### src/rtl/canvas_i2c_master.sv
// canvas_i2c_master: single-byte I2C write master with open-drain line enables.
// Timing is built from quarter-period ticks that freeze while a slave stretches SCL.
module canvas_i2c_master #(
  parameter int unsigned CLK_DIV = 4
) (
  input  logic       clk,
  input  logic       rst_n,
  input  logic       cmd_valid,
  output logic       cmd_ready,
  input  logic [6:0] cmd_addr,
  input  logic [7:0] cmd_data,
  output logic       busy,
  output logic       done,
  output logic       nack,
  input  logic       scl_in,
  input  logic       sda_in,
  output logic       scl_oe,
  output logic       sda_oe
);
  typedef enum logic [2:0] {IDLE, START, ADDR, ADDR_ACK, DATA, DATA_ACK, STOP} state_t;
  state_t     state_q, state_d;
  logic [7:0] qc_q, qc_d, sh_q, sh_d, data_q, data_d;
  logic [1:0] qtr_q, qtr_d;
  logic [2:0] cnt_q, cnt_d;
  logic       scl_oe_q, scl_oe_d, sda_oe_q, sda_oe_d, done_q, done_d, nack_q, nack_d;
  logic       accept, stall, tick, ack_phase;
  assign accept    = cmd_valid && state_q == IDLE;
  assign stall     = !scl_oe_q && !scl_in;
  assign tick      = !stall && qc_q == 8'(CLK_DIV - 1);
  assign ack_phase = state_q == ADDR_ACK || state_q == DATA_ACK;
  assign cmd_ready = state_q == IDLE;
  assign busy      = state_q != IDLE;
  assign done      = done_q;
  assign nack      = nack_q;
  assign scl_oe    = scl_oe_q;
  assign sda_oe    = sda_oe_q;
  always_comb begin
    state_d = state_q;
    qc_d    = qc_q;
    qtr_d   = qtr_q;
    cnt_d   = cnt_q;
    sh_d    = sh_q;
    data_d  = data_q;
    nack_d  = nack_q;
    done_d  = 1'b0;
    if (accept) begin
      state_d = START;
      qc_d    = 8'd0;
      qtr_d   = 2'd0;
      cnt_d   = 3'd0;
      sh_d    = {cmd_addr, 1'b0};
      data_d  = cmd_data;
      nack_d  = 1'b0;
    end else if (state_q != IDLE && !stall) begin
      qc_d  = tick ? 8'd0 : qc_q + 8'd1;
      qtr_d = tick ? qtr_q + 2'd1 : qtr_q;
      if (tick && qtr_q == 2'd2 && ack_phase && sda_in) nack_d = 1'b1;
      if (tick && qtr_q == 2'd3) begin
        case (state_q)
          START: state_d = ADDR;
          ADDR, DATA: begin
            sh_d    = {sh_q[6:0], 1'b0};
            cnt_d   = cnt_q + 3'd1;
            state_d = cnt_q != 3'd7 ? state_q : state_q == ADDR ? ADDR_ACK : DATA_ACK;
          end
          ADDR_ACK: begin
            sh_d    = data_q;
            state_d = nack_q ? STOP : DATA;
          end
          DATA_ACK: state_d = STOP;
          STOP: begin
            state_d = IDLE;
            done_d  = 1'b1;
          end
          default: state_d = IDLE;
        endcase
      end
    end
  end
  // line enables are decoded from the next phase/quarter so the pins come straight off flops
  always_comb begin
    scl_oe_d = 1'b0;
    sda_oe_d = 1'b0;
    case (state_d)
      START: begin
        scl_oe_d = qtr_d == 2'd3;
        sda_oe_d = qtr_d[1];
      end
      ADDR, DATA: begin
        scl_oe_d = ~qtr_d[1];
        sda_oe_d = ~sh_d[7];
      end
      ADDR_ACK, DATA_ACK: scl_oe_d = ~qtr_d[1];
      STOP: begin
        scl_oe_d = qtr_d == 2'd0;
        sda_oe_d = ~qtr_d[1];
      end
      default: ;
    endcase
  end
  always_ff @(posedge clk or negedge rst_n) begin
    if (!rst_n) begin
      state_q  <= IDLE;
      qc_q     <= 8'd0;
      qtr_q    <= 2'd0;
      cnt_q    <= 3'd0;
      sh_q     <= 8'd0;
      data_q   <= 8'd0;
      scl_oe_q <= 1'b0;
      sda_oe_q <= 1'b0;
      done_q   <= 1'b0;
      nack_q   <= 1'b0;
    end else begin
      state_q  <= state_d;
      qc_q     <= qc_d;
      qtr_q    <= qtr_d;
      cnt_q    <= cnt_d;
      sh_q     <= sh_d;
      data_q   <= data_d;
      scl_oe_q <= scl_oe_d;
      sda_oe_q <= sda_oe_d;
      done_q   <= done_d;
      nack_q   <= nack_d;
    end
  end
endmodule

### config.mk
export PLATFORM = sky130hd
export DESIGN_NAME = canvas_i2c_master
export DESIGN_NICKNAME = d
export VERILOG_FILES = /design/src/rtl/canvas_i2c_master.sv
export SDC_FILE = /design/constraint.sdc
export NUM_CORES = 1
export LEC_CHECK = 0
export ABC_AREA = 1
export ABC_CLOCK_PERIOD_IN_PS = 1900
export CORE_MARGIN = 4
export CORE_UTILIZATION = 31
export CTS_CLUSTER_DIAMETER = 200
export DETAILED_ROUTE_END_ITERATION = 6
export PLACE_DENSITY = 0.48
export SYNTH_ARGS = -nofsm -noshare
export SYNTH_HDL_FRONTEND = slang
export SYNTH_SLANG_ARGS = --single-unit
### constraint.sdc
create_clock -name clk -period 1.9 [get_ports clk]
set_input_delay 0.38 -clock clk [delete_from_list [all_inputs] [get_ports clk]]
set_output_delay 0.38 -clock clk [all_outputs]
set_load 0.01 [all_outputs]
==> metrics.cfg, run 1 <==
[worst_hold_path]
whs_path_depth = 1
holdCritPathClass = register to register

[critical_path]
timing.reg2reg.worst_path_depth = 10
r2r-end = sh_q[6]$_DFFE_PN0P_
ff2ff_setup_slack_ns = 0.25
timing.rr.start = qc_q[5]$_DFFE_PN0P_
cp.arrival_ns = 1.42
worst_path_largest_cell_delay_ns = 0.54
crit_start = state_q[2]$_DFF_PN0_
worst-endpoint-required_ns = 1.52
cp_slowest_cell = sky130_fd_sc_hd__clkdlybuf4s50_1
worst_setup_path_end_kind = output pin
critical_path_peak_fanout = 5
worstSetupPathType = register to output pin
timing.critical_path.from_type = register
critical_path_cell_sequence = inv_2 > nand2_4 > clkdlybuf4s50_1
cp-endpoint = busy

[yosys]
ys_types = 31
synth_compound_gate_area_share = 0.0581
synth-seq-cells = 36
synth-simple-area-share = 0.391
synthAdderAreaFrac = 0.0306
postSynthCellCount = 256
post_synth.cell_area_avg_um2 = 8.00
synthFlopType = sky130_fd_sc_hd__dfrtp_1
synth-edff-count = 0
mapped_cell_area_um2 = 2050
yosys.area.top_type = sky130_fd_sc_hd__dfrtp_1
largest_family_of_logic_cells_by_synthesized_area = simple AND/OR/NAND/NOR gates
netlist_top_cells_area = sky130_fd_sc_hd__dfrtp_1, sky130_fd_sc_hd__nand2_1, sky130_fd_sc_hd__nand3_1
synth_sequential_area_ratio = 0.440
synthesis.yosys.warnings = 0
synthMostInstantiatedCell = sky130_fd_sc_hd__nand2_1
ys_async_sr_fraction = 1.00
postSynthNetCount = 281
synth.top_cells.by_count = sky130_fd_sc_hd__nand2_1, sky130_fd_sc_hd__nand3_1, sky130_fd_sc_hd__dfrtp_1
yosys-mux-area-fraction = 0
proportion_of_netlist_area_held_by_the_largest_area_contributor = 0.440
synthXorXnorAreaFrac = 0.00428

[clock_tree]
tritoncts = built
cts_max_path_buffers = 2
cts_root_buf = sky130_fd_sc_hd__clkbuf_8
clkLatencyLatePin_ns = 0.29
clkSlewWorstSetupHoldPaths_ns = 0.08
htree_levels = 2
clock_buffers_created_by_tritoncts = 5
clock_sink_count = 36

[sta]
grt_setup_unrepaired = false
final-hold-violation-count = 0
final.period_utilization = 0.947
final.min_clock_period_ns = 1.80
setup_viol = 0
setup-tns-final_ns = 0
skew_ns = 0.0111
worst-slew-pin-transition_ns = 0.345
worst_slew_margin_rel = 0.770
slew_limit_fails = 0
max_clock_freq_mhz = 556
setup_slack_ns = 0.101

[pwr]
power_frac_clock = 0.191
internal_power_mw = 2.15
total_switching_power_mw = 1.42
p_leak_nw = 1.43
power-per-cell-area_nw_per_um2 = 1340
max-vdd-ir-drop_mv = 0.510
comb_power_share = 0.449
seqPwrFrac = 0.360
design_power_total_mw = 3.57
switching_share = 0.398

[outcome]
status = completed

[floorplanning]
floorplan.io_pins = 26
num_rows = 29
core-area_um2 = 6390
die_h_um = 89.3
die_width_um = 89.3
fp.dieArea_um2 = 7970
initial_core_util = 0.321

[placement]
hpwl_um = 3420
post-place-ws_ns = -0.130
placed_cells_incl_taps = 374
weighted_congestion_reported_at_the_end_of_routability_driven_placement = 0.784
placement.io_buffers = 25

[final_layout]
areaGrowthSynthToFinish_pct = 30.6
regArea_um2 = 905
layout.filler_cells = 680
post_route_cells_drive_above_1_share = 0.204
fin_nets = 333
area_of_the_multi_input_gates_um2 = 1000
antenna_cells_inserted = 0
fin_cells = 386

[grt]
grt.overflow.total = 0
grt_antenna_before_repair = 0
track_usage = 0.134
grt_max_degree = 16
grt_first_pass_wirelength_um = 8200
grt_pass1_vias = 1771

[drt]
routed_wire_length_per_instance_um = 11.9
drt_pre_antenna_iters = 4
drcViolationCount = 0
route.vias.total = 1776
drt_wl_total_um = 4610
antenna_violating_nets_post_route = 0
post_drt_via_cell_ratio = 4.60
drt_first_iter_violations = 57

[run]
maxCapViolations = 0

[layout make-up]
class,count,area share
Tap cell,77,0.0360
Multi-Input combinational cell,187,0.375
Inverter,29,0.0445
Sequential cell,36,0.338
Clock buffer,5,0.0257
Timing Repair Buffer,49,0.164
Clock inverter,3,0.0159
[cells in the final DEF (no fill, tap or decap), types with 3 or more instances in the layout]
master / count
sky130_fd_sc_hd__dfrtp_1: 33
sky130_fd_sc_hd__a21oi_1: 14
sky130_fd_sc_hd__inv_4: 4
sky130_fd_sc_hd__ha_1: 5
sky130_fd_sc_hd__o21ai_0: 3
sky130_fd_sc_hd__nand2_1: 67
sky130_fd_sc_hd__nand3_1: 37
sky130_fd_sc_hd__dfrtp_2: 3
sky130_fd_sc_hd__inv_1: 24
sky130_fd_sc_hd__nand2_4: 5
sky130_fd_sc_hd__nand2_2: 3
sky130_fd_sc_hd__nor2_2: 6
sky130_fd_sc_hd__clkbuf_8: 5
sky130_fd_sc_hd__buf_4: 22
sky130_fd_sc_hd__clkdlybuf4s50_1: 23
sky130_fd_sc_hd__nor2_1: 26
[flip-flops by register name, summed over array words and instances (netlist names)]
signal	count
cnt_q	3
data_q	8
done	1
nack	1
qc_q	8
qtr_q	2
scl_oe	1
sda_oe	1
sh_q	8
state_q	3
[critical path: cells and delay by family (launching register included)]
| family | cells | cell delay (ns) |
|---|---|---|
| and+or+nand+nor | 1 | 0.10 |
| DFF | 1 | 0.42 |
| buffers and inverters | 2 | 0.61 |
[logic make-up after synthesis]
| family | count (synthesis) |
|---|---|
| AOI/OAI and AO/OA | 22 |
| buffers and inverters | 33 |
| and+or+nand+nor | 159 |
| xor gates and xnor gates | 1 |
| adders and majority gates | 5 |
| DFF | 36 |
[what timing repair did]
item | in CTS | in global routing
gates resized for setup | 3 | 5
buffers inserted | 3 | 0
cloned | 0 | 0
setup endpoints to repair | 2 | 3
hold endpoints to repair | 13 | 0
hold buffers | 1 | 0
[layer usage]
layer,vias to the layer above,share of wire,track usage
met4,0,0.010,0.0365
li1,922,-,-
met2,28,0.47,0.221
met1,822,0.48,0.176
met5,-,0,0
met3,4,0.043,0.0313
[worst min path at each step]
| stage | start | end | slack (ns) |
|---|---|---|---|
| 2_1_floorplan | rst_n | cnt_q[0]$_DFFE_PN0P_ | 0.08 |
| 3_3_place_gp | rst_n | qc_q[5]$_DFFE_PN0P_ | 0.31 |
| 3_5_place_dp | rst_n | qc_q[5]$_DFFE_PN0P_ | 0.31 |
| 4_1_cts | qc_q[7]$_DFFE_PN0P_ | qc_q[7]$_DFFE_PN0P_ | 0.48 |
| 5_1_grt | data_q[0]$_DFFE_PN0P_ | data_q[0]$_DFFE_PN0P_ | 0.50 |
| 6_report | qc_q[7]$_DFFE_PN0P_ | qc_q[7]$_DFFE_PN0P_ | 0.48 |
[power groups by stage]
stage	Sequential (mW)	Clock [mW]	Combinational, mW
6_report	1.29	0.682	1.60
5_1_grt	1.33	0.742	1.85
4_1_cts	1.29	0.708	1.60
3_5_place_dp	1.32	0	1.53
3_3_place_gp	1.32	0	1.52
2_1_floorplan	1.26	0	1.05
[stage by stage]
step                hold slack (ns)  instance area, um^2   util
floorplan                    0.0844                 2050      -
global placement              0.308                 2510  0.394
detailed placement            0.306                 2510  0.394
CTS                           0.478                 2660  0.417
global route                  0.501                 2670  0.419
finish                        0.477                 2670  0.419
Note: power is estimated with default switching activity, not from simulation.
==> inputs of run 2 (changes only) <==
--- a/config.mk
+++ b/config.mk
@@ -11,6 +11,7 @@
 export CORE_UTILIZATION = 31
 export CTS_CLUSTER_DIAMETER = 200
 export DETAILED_ROUTE_END_ITERATION = 6
+export HOLD_SLACK_MARGIN = 0.03
 export PLACE_DENSITY = 0.48
 export SYNTH_ARGS = -nofsm -noshare
 export SYNTH_HDL_FRONTEND = slang
==> results of run 2 <==
No change in the layout: final DEF, timing and power equal those of run 1.
==> inputs of run 3 (changes only) <==
--- a/config.mk
+++ b/config.mk
@@ -7,12 +7,14 @@
 export LEC_CHECK = 0
 export ABC_AREA = 1
 export ABC_CLOCK_PERIOD_IN_PS = 1900
+export CELL_PAD_IN_SITES_DETAIL_PLACEMENT = 1
+export CELL_PAD_IN_SITES_GLOBAL_PLACEMENT = 1
 export CORE_MARGIN = 4
 export CORE_UTILIZATION = 31
 export CTS_CLUSTER_DIAMETER = 200
 export DETAILED_ROUTE_END_ITERATION = 6
 export HOLD_SLACK_MARGIN = 0.03
-export PLACE_DENSITY = 0.48
+export PLACE_DENSITY = 0.61
 export SYNTH_ARGS = -nofsm -noshare
 export SYNTH_HDL_FRONTEND = slang
 export SYNTH_SLANG_ARGS = --single-unit
==> run 3 against run 2 <==
  * Final cell count fell by 1.3%
  * Clock power shrank 14%
  * First-iteration DRC count down 33%
  * Clock-buffer cell count up 2
  * Clock skew is 0.0076 ns lower
  * Critical path type unchanged
  * Critical endpoint unchanged
  * Largest cell class unchanged
==> metrics.cfg, run 3 (synthesis results as in run 1) <==
[placement]
hpwl_um = 3790  ; +11%
post-place-ws_ns = -0.172  ; -0.0418 ns
weighted_congestion_reported_at_the_end_of_routability_driven_placement = 0.792  ; +1.1%
detailed_place.area_um2 = 2480  ; -1.2%
placed_cells_incl_taps = 370  ; -1.1%
placement.io_buffers = 25  ; unchanged

[final_layout]
antenna_cells_inserted = 0  ; unchanged
layout.filler_cells = 795  ; +17%
layout_commonest_cell = sky130_fd_sc_hd__nand2_1
final_cell_mix = sky130_fd_sc_hd__nand2_1, sky130_fd_sc_hd__nand3_1, sky130_fd_sc_hd__dfrtp_1
biggestRegsByFlops = data_q: 8 flops, qc_q: 8 flops, sh_q: 8 flops
fin_cells = 381  ; -1.3%
areaGrowthSynthToFinish_pct = 28.3
postLayoutCellArea_um2 = 2630  ; -1.8%
post_route_cells_drive_above_1_share = 0.201  ; -0.00323
layout.core_utilization = 0.411  ; -0.00744
fin_nets = 328  ; -1.5%

[clock_tree]
tritoncts = built
clock_buffers_created_by_tritoncts = 5  ; unchanged
htree_levels = 2  ; unchanged
clkLatencyLatePin_ns = 0.29  ; about the same
cts_root_buf = sky130_fd_sc_hd__clkbuf_8
cts_max_path_buffers = 2  ; unchanged
clock_sink_count = 36  ; unchanged
clkSlewWorstSetupHoldPaths_ns = 0.07  ; about the same

[drt]
drcViolationCount = 0  ; unchanged
antenna_violating_nets_post_route = 0  ; unchanged
post_drt_via_cell_ratio = 4.65  ; +1.1%
drt_first_iter_violations = 38  ; -33%
drt_pre_antenna_iters = 4  ; unchanged
routed_wire_length_per_instance_um = 13.2  ; +11%
drt_wl_total_um = 5030  ; +9.1%
route.vias.total = 1773  ; -0.17%

[critical_path]
critical_path_peak_fanout = 3  ; -2
worst_setup_path_end_kind = output pin
timing.reg2reg.worst_path_depth = 10  ; unchanged
timing.critical_path.from_type = register
worstSetupPathType = register to output pin
ff2ff_setup_slack_ns = 0.22  ; -0.03 ns
worst-endpoint-required_ns = 1.52  ; about the same
r2r-end = scl_oe$_DFF_PN0_
timing.rr.start = state_q[2]$_DFF_PN0_
cp.arrival_ns = 1.42  ; about the same

[floorplanning]
floorplan.io_pins = 26  ; unchanged
fp.dieArea_um2 = 7970  ; unchanged
core-area_um2 = 6390  ; unchanged
die_width_um = 89.3  ; unchanged
die_h_um = 89.3  ; unchanged
initial_core_util = 0.321  ; unchanged
num_rows = 29  ; unchanged

[sta]
max_clock_freq_mhz = 556  ; about the same
worst-slew-pin-transition_ns = 0.462  ; +0.117 ns
setup_viol = 0  ; unchanged
setup-tns-final_ns = 0  ; unchanged
slew_limit_fails = 0  ; unchanged
grt_setup_unrepaired = false
setup_slack_ns = 0.101  ; +0.0000270 ns
skew_ns = 0.00348  ; -0.00758 ns
final.min_clock_period_ns = 1.80  ; -0.0000270 ns
holdWs_ns = 0.0332  ; -0.444 ns
worst_slew_margin_rel = 0.692  ; -0.0778
final-hold-violation-count = 0  ; unchanged
final.period_utilization = 0.947  ; about the same

[pwr]
p_leak_nw = 1.39  ; -2.2%
design_power_total_mw = 3.47  ; -2.7%
power-per-cell-area_nw_per_um2 = 1320  ; -0.97%
max-vdd-ir-drop_mv = 0.559  ; +9.5%

[grt]
grt_first_pass_wirelength_um = 8760  ; +6.9%
grt.overflow.total = 0  ; unchanged
track_usage = 0.144  ; +0.00960
grt_pass1_vias = 1819  ; +2.7%
grt_max_degree = 20  ; +4
grt_antenna_before_repair = 0  ; unchanged

[worst_hold_path]
holdCritPathClass = input port to asynchronous set/reset pin

[run]
maxCapViolations = 0  ; unchanged

[outcome]
status = completed

run 3: critical path: stages, from the launching register on:
cell and delay [ns]:
sky130_fd_sc_hd__dfrtp_2 0.43, sky130_fd_sc_hd__nor2_4 0.14, sky130_fd_sc_hd__nand2_4 0.08, sky130_fd_sc_hd__clkdlybuf4s50_1 0.48
run 3: how the worst max path moves through the flow:
stage	start	to	slack [ns]	depth (start not counted)
final	state_q[0]$_DFF_PN0_	busy	0.10	3
after global routing	scl_in	sda_oe$_DFF_PN0_	0.01	13
after detailed placement	scl_in	sh_q[2]$_DFFE_PN0P_	-0.17	12
after floorplan	qc_q[0]$_DFFE_PN0P_	sda_oe$_DFF_PN0_	0.36	11
after CTS	state_q[2]$_DFF_PN0_	busy	0.04	3
after global placement	scl_in	sh_q[0]$_DFFE_PN0P_	-0.1	13
run 3: metal layers:
layer | wire length, um | up-vias | track usage
met5 | 0 | - | 0
met4 | 49 | 0 | 0.0406
met3 | 170 | 4 | 0.0323
met2 | 2370 | 25 | 0.232
met1 | 2440 | 836 | 0.193
li1 | - | 908 | -
run 3: area by class of cell:
cell class,count,area (um^2),area share
flip-flops and latches,36,905,0.344
inverters,29,119,0.0453
clock inverters,1,7.51,0.00286
repair buffers,44,399,0.152
clock buffers,7,86.3,0.0329
multi-input cells,187,1010,0.386
well taps,77,96.3,0.0367
run 3: repair_timing:
action                     CTS  global route
pin swaps                    0             1
hold buffers                 0             0
setup endpoints to repair    2             3
resized for setup            3             8
setup buffers                3             0
run 3: report_power, final:
| group | internal, mW | switching, mW |
|---|---|---|
| clock | 0.295 | 0.289 |
| sequential | 1.08 | 0.211 |
| combinational | 0.646 | 0.955 |
| total | 2.02 | 1.46 |
